===== src/rtl/rr_sel_arbiter_if.sv =====
// Handshake bundle between the requesters and rr_sel_arbiter.
// The grant-release pulse is named rel because release is a reserved word.
interface rr_sel_arbiter_if;
  logic [3:0] req;
  logic       rel;
  logic [1:0] sel;
  logic       enable;
  logic       busy;
  logic       timeout;

  modport master (
    input  req,
    input  rel,
    output sel,
    output enable,
    output busy,
    output timeout
  );

  modport slave (
    output req,
    output rel,
    input  sel,
    input  enable,
    input  busy,
    input  timeout
  );
endinterface


===== src/rtl/rr_sel_arbiter.sv =====
// Four-requester round-robin arbiter producing registered sel/enable for decoder_2to4.
// Optional macro ARB_TIMEOUT_EN enables a hold counter that force-ends grants after HOLD_MAX cycles.
module rr_sel_arbiter #(
  parameter int unsigned HOLD_MAX = 15,
  parameter int unsigned CNT_W    = 8
) (
  input  logic             clk,
  input  logic             rst_n,
  rr_sel_arbiter_if.master bus
);

  typedef enum logic [1:0] {
    IDLE  = 2'd0,
    GRANT = 2'd1,
    GAP   = 2'd2
  } state_t;

  state_t     state_q, state_d;
  logic [1:0] ptr_q, ptr_d;
  logic [1:0] sel_q, sel_d;
  logic       enable_q, enable_d;
  logic       busy_q, busy_d;
  logic       hold_hit;
  logic       force_end;

  logic       found;
  logic [1:0] winner;
  logic [1:0] cand;

  // First requester at or after ptr, wrapping modulo 4.
  always_comb begin
    found  = 1'b0;
    winner = ptr_q;
    cand   = '0;
    for (int unsigned i = 0; i < 4; i++) begin
      cand = ptr_q + 2'(i);
      if (!found && bus.req[cand]) begin
        found  = 1'b1;
        winner = cand;
      end
    end
  end

  always_comb begin
    state_d   = state_q;
    ptr_d     = ptr_q;
    sel_d     = sel_q;
    enable_d  = enable_q;
    force_end = 1'b0;
    case (state_q)
      IDLE: begin
        if (found) begin
          sel_d    = winner;
          enable_d = 1'b1;
          state_d  = GRANT;
        end
      end
      GRANT: begin
        if (bus.rel || !bus.req[sel_q] || hold_hit) begin
          enable_d  = 1'b0;
          ptr_d     = sel_q + 2'd1;
          state_d   = GAP;
          // A natural end in the same cycle wins over the forced one.
          force_end = hold_hit && !bus.rel && bus.req[sel_q];
        end
      end
      GAP:     state_d = IDLE;
      default: state_d = IDLE;
    endcase
    busy_d = (state_d != IDLE);
  end

  always_ff @(posedge clk or negedge rst_n) begin
    if (!rst_n) begin
      state_q  <= IDLE;
      ptr_q    <= '0;
      sel_q    <= '0;
      enable_q <= 1'b0;
      busy_q   <= 1'b0;
    end else begin
      state_q  <= state_d;
      ptr_q    <= ptr_d;
      sel_q    <= sel_d;
      enable_q <= enable_d;
      busy_q   <= busy_d;
    end
  end

`ifdef ARB_TIMEOUT_EN
  logic [CNT_W-1:0] hold_q, hold_d;
  logic             timeout_q, timeout_d;

  assign hold_hit = (state_q == GRANT) && (hold_q == CNT_W'(HOLD_MAX - 1));

  // Cleared while idle so every grant starts counting from zero.
  always_comb begin
    hold_d    = hold_q;
    timeout_d = force_end;
    if (state_q == IDLE) begin
      hold_d = '0;
    end else if (state_q == GRANT && hold_q != '1) begin
      hold_d = hold_q + 1'b1;
    end
  end

  always_ff @(posedge clk or negedge rst_n) begin
    if (!rst_n) begin
      hold_q    <= '0;
      timeout_q <= 1'b0;
    end else begin
      hold_q    <= hold_d;
      timeout_q <= timeout_d;
    end
  end

  assign bus.timeout = timeout_q;
`else
  logic unused_cfg;

  assign hold_hit    = 1'b0;
  assign unused_cfg  = force_end ^ ((HOLD_MAX + CNT_W) != 0);
  assign bus.timeout = 1'b0;
`endif

  assign bus.sel    = sel_q;
  assign bus.enable = enable_q;
  assign bus.busy   = busy_q;

endmodule


===== src/flat_wrapper.sv =====
// flat-port wrapper written by rule: the top's interface ports become plain ports
module rr_sel_arbiter_flat 
#(
  parameter int unsigned HOLD_MAX = 15,
  parameter int unsigned CNT_W    = 8
)
  (clk, rst_n, bus_req, bus_rel, bus_sel, bus_enable, bus_busy, bus_timeout);
  rr_sel_arbiter_if bus_i ();
  input  logic clk;
  input  logic rst_n;
  input wire logic [$bits(bus_i.req)-1:0] bus_req;
  input wire logic [$bits(bus_i.rel)-1:0] bus_rel;
  output wire logic [$bits(bus_i.sel)-1:0] bus_sel;
  output wire logic [$bits(bus_i.enable)-1:0] bus_enable;
  output wire logic [$bits(bus_i.busy)-1:0] bus_busy;
  output wire logic [$bits(bus_i.timeout)-1:0] bus_timeout;
  assign bus_i.req = bus_req;
  assign bus_i.rel = bus_rel;
  assign bus_sel = bus_i.sel;
  assign bus_enable = bus_i.enable;
  assign bus_busy = bus_i.busy;
  assign bus_timeout = bus_i.timeout;
  rr_sel_arbiter #(.HOLD_MAX(HOLD_MAX), .CNT_W(CNT_W)) u_core (.clk(clk), .rst_n(rst_n), .bus(bus_i));
endmodule

===== config.mk =====
export PLATFORM = sky130hd
export DESIGN_NAME = rr_sel_arbiter_flat
export DESIGN_NICKNAME = d
export VERILOG_FILES = /design/src/rtl/rr_sel_arbiter_if.sv /design/src/rtl/rr_sel_arbiter.sv /design/src/flat_wrapper.sv
export SDC_FILE = /design/constraint.sdc
export NUM_CORES = 1
export LEC_CHECK = 0
export ABC_AREA = 1
export CORE_AREA = 2 2 39 41
export DETAILED_ROUTE_END_ITERATION = 10
export DIE_AREA = 0 0 41 43
export DONT_BUFFER_PORTS = 1
export PLACE_DENSITY_LB_ADDON = 0.08
export SLEW_MARGIN = 0
export SYNTH_ARGS = -nofsm -noshare
export SYNTH_HDL_FRONTEND = slang
export SYNTH_SLANG_ARGS = --single-unit

===== constraint.sdc =====
create_clock -name clk -period 1.68 [get_ports clk]
set_input_delay 0.168 -clock clk [delete_from_list [all_inputs] [get_ports clk]]
set_output_delay 0.168 -clock clk [all_outputs]
set_load 0.05 [all_outputs]

Word-level counts from Yosys, hierarchy flattened --
Cells that the tools add are included.
Storage, ports and cells: input bits 7, flip-flop bits (word level) 8, output and inout port bits 5, word-level logic and storage cells 54
Operators by class: add/sub/neg operators 4, order comparisons 5, reduce and logical (&&, ||, !) cells 14, multiplexer cells 23, equality and inequality tests 3
Operator list (count):
- $lt A2 B3 Y1 const B | 5
- $mux W1 | 11
- $bmux W1 S2 | 5
- $mux W2 | 5
- $add A2 B1 Y2 const B | 2
- $add A2 B2 Y2 const B | 2
- $logic_not A1 Y1 | 4
- $ne A2 B1 Y1 const B | 2
- $pmux W2 S2 | 1
- $reduce_and A2 Y1 | 2
- $reduce_bool A2 Y1 | 2
- $logic_and A1 B1 Y1 | 3
- $reduce_and A3 Y1 | 1
- $eq A2 B1 Y1 const B | 1
- $logic_not A2 Y1 | 1
- $pmux W1 S2 | 1
- $logic_or A1 B1 Y1 | 1

Logic depth before layout (Yosys ltp) --
Gate-level depths: netlist of the first run.
depth after elaboration 15, mapped depth 13, mapped depth without buffers 12

Least setup slack after synthesis of the first run --
No wires, ideal clock.
path kind register -> register, start reg u_core.sel_q[0], in the netlist u_core.bus.sel[0], end reg u_core.ptr_q[0], cell stages (with the launch flop) 10, setup time 146 ps, data arrival time 1406 ps, buffers on the path 0, slack 127 ps, path through dfrtp_1 -> a21oi_1 -> o21ai_0 -> nand2_1 -> inv_1 -> nor2_1 -> nor2_1 -> inv_2 -> nand2_1 -> o21ai_1
Between the ends: longest elaborated chain between the ends 5
RTL lines:
- start: declaration | line rr_sel_arbiter.sv:20 | logic [1:0] sel_q, sel_d;
- start signal: assignment | line rr_sel_arbiter.sv:83 | sel_q <= sel_d;
- $bmux W1 S2 | line rr_sel_arbiter.sv:59 | if (bus.rel || !bus.req[sel_q] || hold_hit) begin
- $mux W1 (not written as such) | line rr_sel_arbiter.sv:59
- $logic_not A1 Y1 | line rr_sel_arbiter.sv:59
- $logic_or A1 B1 Y1 | line rr_sel_arbiter.sv:59
- $reduce_and A2 Y1 (no line)
- end signal: assignment | line rr_sel_arbiter.sv:82 | ptr_q <= ptr_d;
- end: declaration | line rr_sel_arbiter.sv:19 | logic [1:0] ptr_q, ptr_d;
Parallel ways exist; a longest one is shown, timed or not. The select of a mux whose other input is x is not followed. A chain may end at the register's enable or synchronous reset.

Final worst setup path of the first run --
start reg u_core.ptr_q[1], end reg u_core.sel_q[0], in the netlist u_core.bus.sel[0]
Between the ends: longest elaborated chain between the ends 13
RTL lines:
- branches (longest 13 deep; another with $add A2 B1 Y2)
Parallel ways; which one is timed is not known. The select of a mux whose other input is x is not followed.

==> results of run 1 <==
final cells by class:
type,instances,area [µm²],share of cell area (%)
timing repair buffer,5,40.04,5.461
clock buffer,3,22.52,3.072
multi-input combinational,87,399.1,54.44
inverter,13,51.30,6.997
tap,16,20.02,2.730
sequential,8,200.2,27.30
critical path: stages, from the launching register on:
cell and delay (ns):
dfrtp_1 0.47, inv_2 0.17, nand2_1 0.08, nand2_2 0.08, nand2_1 0.08, o21a_1 0.15
nand3b_1 0.18, nand2_1 0.08, nand2_1 0.05, nand2_1 0.06, nand2_1 0.04
state kept, by name, indices dropped and copies added, names as in the netlist:
signal             cells
u_core.state_q         2
u_core.bus.busy        1
u_core.ptr_q           2
u_core.bus.sel         2
u_core.bus.enable      1
where the power goes:
| part | total (mW) | switching (mW) | internal (mW) | leakage [nW] |
|---|---|---|---|---|
| Sequential | 0.469 | 0.178 | 0.291 | 0.0947 |
| Clock | 0.140 | 0.0586 | 0.0813 | 0.0138 |
| Combinational | 1.18 | 0.770 | 0.411 | 0.303 |
logic make-up (layout without fill, tap and decap cells):
logic type	Yosys count	after routing	synth area share, %
and+or+nand+nor	76	76	48.79
buffers and inverters	16	21	11.13
AOI/OAI and AO/OA	8	8	7.235
DFF	8	8	29.68
xor gates and xnor gates	2	2	2.598
other	1	1	0.5561
worst min path at each step:
| stage | from | endpoint | slack (ns) | depth (start not counted) |
|---|---|---|---|---|
| 2_1_floorplan | rst_n | u_core.bus.busy | -0.13 | 0 |
| 3_3_place_gp | rst_n | u_core.bus.sel[0] | -0.13 | 0 |
| 3_5_place_dp | rst_n | u_core.bus.sel[0] | -0.13 | 0 |
| 4_1_cts | bus_rel | u_core.state_q[0] | 0.08 | 3 |
| 5_1_grt | bus_rel | u_core.state_q[0] | 0.10 | 3 |
| 6_report | bus_rel | u_core.state_q[0] | 0.09 | 3 |
routing by layer:
layer / wire length (µm) / vias to the layer above
met5: 0 / -
met2: 716 / 15
met1: 622 / 285
li1: - / 351
met3: 77 / 2
met4: 10 / 0
cell usage in the layout (no fill, tap or decap), drive strengths merged, types with 2 or more instances in the layout:
cell type,synthesis,final
buf,3,4
nand3,10,10
clkbuf,0,3
nor2,9,9
dfrtp,8,8
nand2,56,56
inv,13,13
o21ai,4,4
a21oi,2,2
xor2,2,2
cells in the mapped netlist, drive strengths merged:
cell	count	area, µm²
a21oi	2	13.76
buf	3	26.27
conb	1	3.750
dfrtp	8	200.2
inv	13	48.80
nand2	56	222.7
nand3	10	55.05
nand3b	1	7.510
nor2	9	43.80
o211ai	1	7.510
o21a	1	7.510
o21ai	4	20.01
xor2	2	17.52
repair_timing:
item / 4_1_cts / 5_1_grt
hold buffers: 1 / 0
resized for setup: 0 / 1
setup endpoints to repair: 0 / 1
hold endpoints to repair: 8 / 0
==> results.cfg, run 1 <==
[floorplanning]
rows = 14
dieArea_um2 = 1763
initial_core_util_pct = 48.73
dieHeight_um = 43
core-area_um2 = 1384
die_x_um = 41
pin_count = 12

[timing]
finClkSkew_ns = 0.003943
hold_viol = 0
post-route-period-util_pct = 91.82
grt_setup_unrepaired = false
final-max-slew-violation-count = 0
setup_viol = 0
min_period_ns = 1.543
hold_ws_ns = 0.08936
fmax_mhz = 648.3
tns_ns = 0
fin_ws_ns = 0.1374

[placement]
dp.cells = 128
dpl-instance-area_um2 = 698.2
gp_congestion = 0.7092
port_buffers = 0
dp_slack_ns = 0.1562
dp_hpwl_um = 1159

[drt]
first_iter_violations = 14
viasPerCell = 4.947
routed_wl_um = 1427
ant_nets = 0
drc = 0
firstDrtPassIters = 4
wl_per_cell_um = 10.81
vias = 653

[synthesis]
synthCells = 111
synth_seq_cells = 8
synth_area_um2 = 674.4
post_synth.cell_area_avg_um2 = 6.076
synth-warning-count = 0
syn_nets = 118
ys_seq_area_share_pct = 29.68
ys_types = 22

[critical_path]
crit_start = u_core.ptr_q[1]
cp-start-kind = flop
crit_end = u_core.bus.sel[0]
r2r_setup_slack_ns = 0.14
timing_worst_setup_path_type = flop to flop
rr_worst_depth = 10
critPathMaxFanout = 7
timing.rr.start = u_core.ptr_q[1]
worst_ep_arrival_time_ns = 1.68
end_kind = flop
worst_ep_required_time_ns = 1.82
rr_endpoint = u_core.bus.sel[0]

[global_route]
use_met1_pct = 24.32
first_global_vias = 596
overflow = 0
grt_pass1_wl_um = 2401
antenna_found_initial = 0
grt_use_met3_pct = 3.665
grt_max_degree = 13
grtUsageMet2_pct = 33.44
busiest_layer = met2
grt_use_total_pct = 19.88

[clock_tree]
cts_tree = yes
clk_pin_slew_worst_paths_ns = 0.05
cts_buffers = 3
cts-root-buf = clkbuf_4
cts_buffer_depth = 2
post_cts_buffers = 0
clock_latency_ns = 0.25
h-tree-depth = 1
clock_sinks = 8

[cells_and_area]
fillers = 147
drive_gt1_share_pct = 16.38
final_util_pct = 52.98
fin_area_um2 = 733.2
insertedDiodeCount = 0
fin_nets = 125
area_growth_pct = 8.720
layout.cells.non_filler = 132

[power_and_ir_drop]
leakagePower_nw = 0.4114
fin_total_pwr_mw = 1.791
powerDensity_nw_per_um2 = 2442
ir_drop_v = 0.001076

[outcome]
status = finished clean

[flow_run]
max-cap-violations = 0

[hold_path]
hold_path.class = primary input to flop
Power figures use the tool's default switching activity.
==> run 2: changes to the inputs <==
- ABC_AREA: 1 -> not set
==> results.cfg, run 2 <==
[timing]
min_period_ns = 1.537
hold_viol = 0
final-max-slew-violation-count = 0
tns_ns = 0
hold_ws_ns = 0.1279
fmax_mhz = 650.5
post-route-period-util_pct = 91.50
setup_viol = 0
grt_setup_unrepaired = false
finClkSkew_ns = 0.01320

[floorplanning]
core-area_um2 = 1384
dieArea_um2 = 1763
pin_count = 12
rows = 14
die_x_um = 41
initial_core_util_pct = 35.17
dieHeight_um = 43

[drt]
vias = 400
ant_nets = 0
viasPerCell = 5.797
firstDrtPassIters = 4
wl_per_cell_um = 15.61
routed_wl_um = 1077
drc = 0
first_iter_violations = 2

[placement]
port_buffers = 0
dp_hpwl_um = 806.4
gp_congestion = 0.6834
dpl-instance-area_um2 = 506.7

[cells_and_area]
fin_nets = 61
fillers = 140
insertedDiodeCount = 0
fin_area_um2 = 543.0
final_common_cell = dfrtp_1
area_growth_pct = 11.57
drive_gt1_share_pct = 22.64
mostFrequentLayoutCells = dfrtp_1, nor2b_1, o21ai_0, nor2_1, clkbuf_4

[global_route]
grt_pass1_wl_um = 1697
overflow = 0
first_global_vias = 375
grt_max_degree = 11
antenna_found_initial = 0
grt_use_total_pct = 15.02

[outcome]
status = finished clean

[critical_path]
timing_worst_setup_path_type = flop to flop
cp-start-kind = flop
critPathMaxFanout = 5
rr_worst_depth = 4
timing.rr.start = u_core.bus.sel[1]
worst_ep_required_time_ns = 1.81
worst_ep_arrival_time_ns = 1.67
rr_endpoint = u_core.ptr_q[1]
end_kind = flop
crit_start = u_core.bus.sel[1]
r2r_setup_slack_ns = 0.14
crit_end = u_core.ptr_q[1]

[synthesis]
synth_seq_cells = 8
yosysMostFrequentCell = dfrtp_1
ys_top_cells_by_area = dfrtp_1, nor2b_1, mux2_2
synth-edff-count = 0
synth-main-ff-cell = dfrtp_1
async_flop_share_pct = 100.0
syn_nets = 56
synthCells = 49
synth_commonest_cells = dfrtp_1, nor2b_1, o21ai_0, nor2_1
synth_area_um2 = 486.7
ys_types = 27
ys_seq_area_share_pct = 41.13
post_synth.cell_area_avg_um2 = 9.933
synth_top_area_share_pct = 41.13
synth_top_area_cell = dfrtp_1
synth-warning-count = 0

[power_and_ir_drop]
p_clk_share_pct = 14.7
ir_drop_v = 0.0005217
p_sw_share_pct = 47.17
internal_power_mw = 0.5920
combinationalPowerShare_pct = 40.8
leakagePower_nw = 0.2185
switchingPower_mw = 0.5285
powerDensity_nw_per_um2 = 2063
power_frac_seq_pct = 44.6
fin_total_pwr_mw = 1.120

[clock_tree]
cts_tree = yes
clock_latency_ns = 0.26
clk_pin_slew_worst_paths_ns = 0.06
cts_buffers = 3
cts_buffer_depth = 2
cts-root-buf = clkbuf_4
h-tree-depth = 1
clock_sinks = 8
post_cts_buffers = 0

[hold_path]
hold_path.class = primary input to flop

[flow_run]
max-cap-violations = 0
[run 2: cell count changes in the layout (fill, tap and decap cells not counted), sizes merged, moves of 5 or more]
cell / before / now
nand2: 56 / 2
nand3: 10 / 0
inv: 13 / 2
nor2: 9 / 3
nor2b: 0 / 5
[run 2: power groups by stage]
stage / combinational (mW) / sequential, mW / clock, mW
6_report: 0.457 / 0.499 / 0.165
4_1_cts: 0.461 / 0.500 / 0.169
3_3_place_gp: 0.447 / 0.493 / 0
3_5_place_dp: 0.456 / 0.501 / 0
2_1_floorplan: 0.308 / 0.534 / 0
5_1_grt: 0.506 / 0.518 / 0.179
[run 2: cell type report]
cell class	instances	area, µm²	share of cell area, %
inverters	2	7.507	1.382
well taps	16	20.02	3.687
clock buffers	4	26.28	4.839
repair buffers	3	25.02	4.608
multi-input cells	36	262.8	48.39
flip-flops and latches	8	201.4	37.10
[run 2: layer usage]
layer / wire length [µm] / track usage, % / up-vias
li1: - / - / 183
met1: 457 / 19.22 / 201
met2: 530 / 21.25 / 12
met3: 55 / 2.094 / 4
met4: 33 / 12.00 / 0
met5: 0 / 0 / -
[run 2: critical path, cell delays in order, from the launching register on]
cell and delay [ns]:
dfrtp_2 0.43, mux2i_1 0.24, o31ai_2 0.09, nor3_2 0.27, mux2_2 0.38
[run 2: logic make-up after synthesis]
logic type,share of synthesized area [%]
simple gates,21.34
buf+inv,4.884
xor+xnor,1.800
compound gates,21.34
other cells,0.7705
flops,41.13
mux,8.740
[run 2: how the worst min path moves through the flow]
stage               cells after the start  slack, ns        from                end
floorplan                               0      -0.13       rst_n    u_core.bus.busy
global placement                        0      -0.13       rst_n  u_core.bus.enable
detailed placement                      0      -0.13       rst_n  u_core.state_q[1]
CTS                                     2       0.12  bus_req[1]  u_core.bus.sel[1]
global route                            2       0.13  bus_req[1]  u_core.bus.sel[1]
finish                                  2       0.13  bus_req[1]  u_core.bus.sel[1]
[run 2: repair_timing]
action,4_1_cts,5_1_grt
resized for setup,0,0
hold endpoints to repair,8,0
hold buffers,1,0
[run 2: per-stage QoR]
stage / cells / util, % / setup WS (ns)
floorplan: 49 / - / 0.06854
global placement: 64 / 36.62 / 0.2015
detailed placement: 64 / 36.62 / 0.1608
CTS: 69 / 39.24 / 0.1414
global route: 69 / 39.24 / 0.04827
finish: 69 / 39.24 / 0.1428
==> run 3: changes to the inputs <==
- CORE_AREA: 2 2 39 41 -> 3 3 40 42
- DIE_AREA: 0 0 41 43 -> 0 0 43 45
==> results.cfg, run 3 (synthesis gave the netlist of run 2 again) <==
[outcome]
status = finished clean

[timing]
finClkSkew_ns = 0.007093
grt_setup_unrepaired = false
hold_viol = 0
fmax_mhz = 656.2
hold_ws_ns = 0.1327
tns_ns = 0
post-route-period-util_pct = 90.72
min_period_ns = 1.524
final-max-slew-violation-count = 0
fin_ws_ns = 0.1560
setup_viol = 0

[drt]
first_iter_violations = 6
ant_nets = 0
wl_per_cell_um = 14.81
routed_wl_um = 1022
drc = 0
firstDrtPassIters = 5
viasPerCell = 5.638
vias = 389

[cells_and_area]
insertedDiodeCount = 0
area_growth_pct = 12.85
final_common_cell = dfrtp_1
fillers = 126
final_util_pct = 42.75
fin_nets = 62
drive_gt1_share_pct = 24.07
mostFrequentLayoutCells = dfrtp_1, nor2b_1, o21ai_0

[placement]
dp_hpwl_um = 776.6
dp_slack_ns = 0.1668
port_buffers = 0
gp_congestion = 0.7092

[critical_path]
r2r_setup_slack_ns = 0.16
worst_ep_required_time_ns = 1.82
critPathMaxFanout = 5
cp-start-kind = flop
rr_worst_depth = 4
rr_endpoint = u_core.ptr_q[0]
end_kind = flop
timing.rr.start = u_core.bus.sel[1]
worst_ep_arrival_time_ns = 1.66
crit_path_top_delay_cell = dfrtp_2
cpPeakStageDelay_ns = 0.42
timing_worst_setup_path_type = flop to flop
crit_chain = mux2i_1 > o31ai_2 > nor3_2 > mux2_2

[floorplanning]
core-area_um2 = 1285
dieHeight_um = 45
die_x_um = 43
initial_core_util_pct = 37.88
rows = 13
pin_count = 12
dieArea_um2 = 1935

[global_route]
grt_max_degree = 11
overflow = 0
antenna_found_initial = 0
grt_use_total_pct = 11.91
grt_pass1_wl_um = 1628
first_global_vias = 346

[flow_run]
max-cap-violations = 0

[hold_path]
hp-start = bus_req[1]
hold_end = u_core.bus.sel[1]
hold_path.class = primary input to flop
min_path_cells = 2

[clock_tree]
cts_buffer_depth = 2
cts_tree = yes
clock_latency_ns = 0.26
cts_buffers = 3
cts_resized = 0
hold_buffers = 1
clk_pin_slew_worst_paths_ns = 0.06
cts-root-buf = clkbuf_4
h-tree-depth = 1
post_cts_buffers = 0
clock_sinks = 8

[power_and_ir_drop]
ir_drop_v = 0.0005591
leakagePower_nw = 0.2230
powerDensity_nw_per_um2 = 2056
fin_total_pwr_mw = 1.130
run 3: worst max path at each step:
stage	depth (start not counted)	from	slack, ns	end
2_1_floorplan	4	u_core.bus.sel[1]	0.07	u_core.ptr_q[0]
3_3_place_gp	4	u_core.bus.sel[1]	0.20	u_core.ptr_q[1]
3_5_place_dp	4	u_core.bus.sel[1]	0.17	u_core.ptr_q[0]
4_1_cts	4	u_core.bus.sel[1]	0.15	u_core.ptr_q[0]
5_1_grt	4	u_core.bus.sel[1]	0.07	u_core.ptr_q[0]
6_report	4	u_core.bus.sel[1]	0.16	u_core.ptr_q[0]
run 3: critical path, delay by kind of cell, from the launching register on:
family / cells / cell delay (ns)
DFF: 1 / 0.42
AOI/OAI and AO/OA: 1 / 0.09
and+or+nand+nor: 1 / 0.29
muxes: 2 / 0.60
run 3: metrics by stage:
step	cells	area [µm²]
floorplan	49	488.0
global placement	64	513.0
detailed placement	64	513.0
CTS	69	549.3
global route	69	549.3
finish	69	549.3
run 3: metal layers:
layer	track usage (%)	vias to the layer above	routed length [µm]
met4	7.229	0	0
met2	17.37	15	512
met1	14.29	187	432
met3	5.578	0	78
met5	0	-	0
li1	-	187	-
run 3: report_power, final:
| part | switching [mW] | internal [mW] |
|---|---|---|
| Clock | 0.0731 | 0.0914 |
| Sequential | 0.160 | 0.289 |
| Combinational | 0.290 | 0.226 |
| Total | 0.523 | 0.606 |
run 3: area by class of cell:
| class | count | area (µm²) | share of cell area, % |
|---|---|---|---|
| Clock buffer | 4 | 26.28 | 4.784 |
| Timing Repair Buffer | 4 | 32.53 | 5.923 |
| Sequential cell | 8 | 201.4 | 36.67 |
| Multi-Input combinational cell | 36 | 262.8 | 47.84 |
| Tap cell | 15 | 18.77 | 3.417 |
| Inverter | 2 | 7.507 | 1.367 |
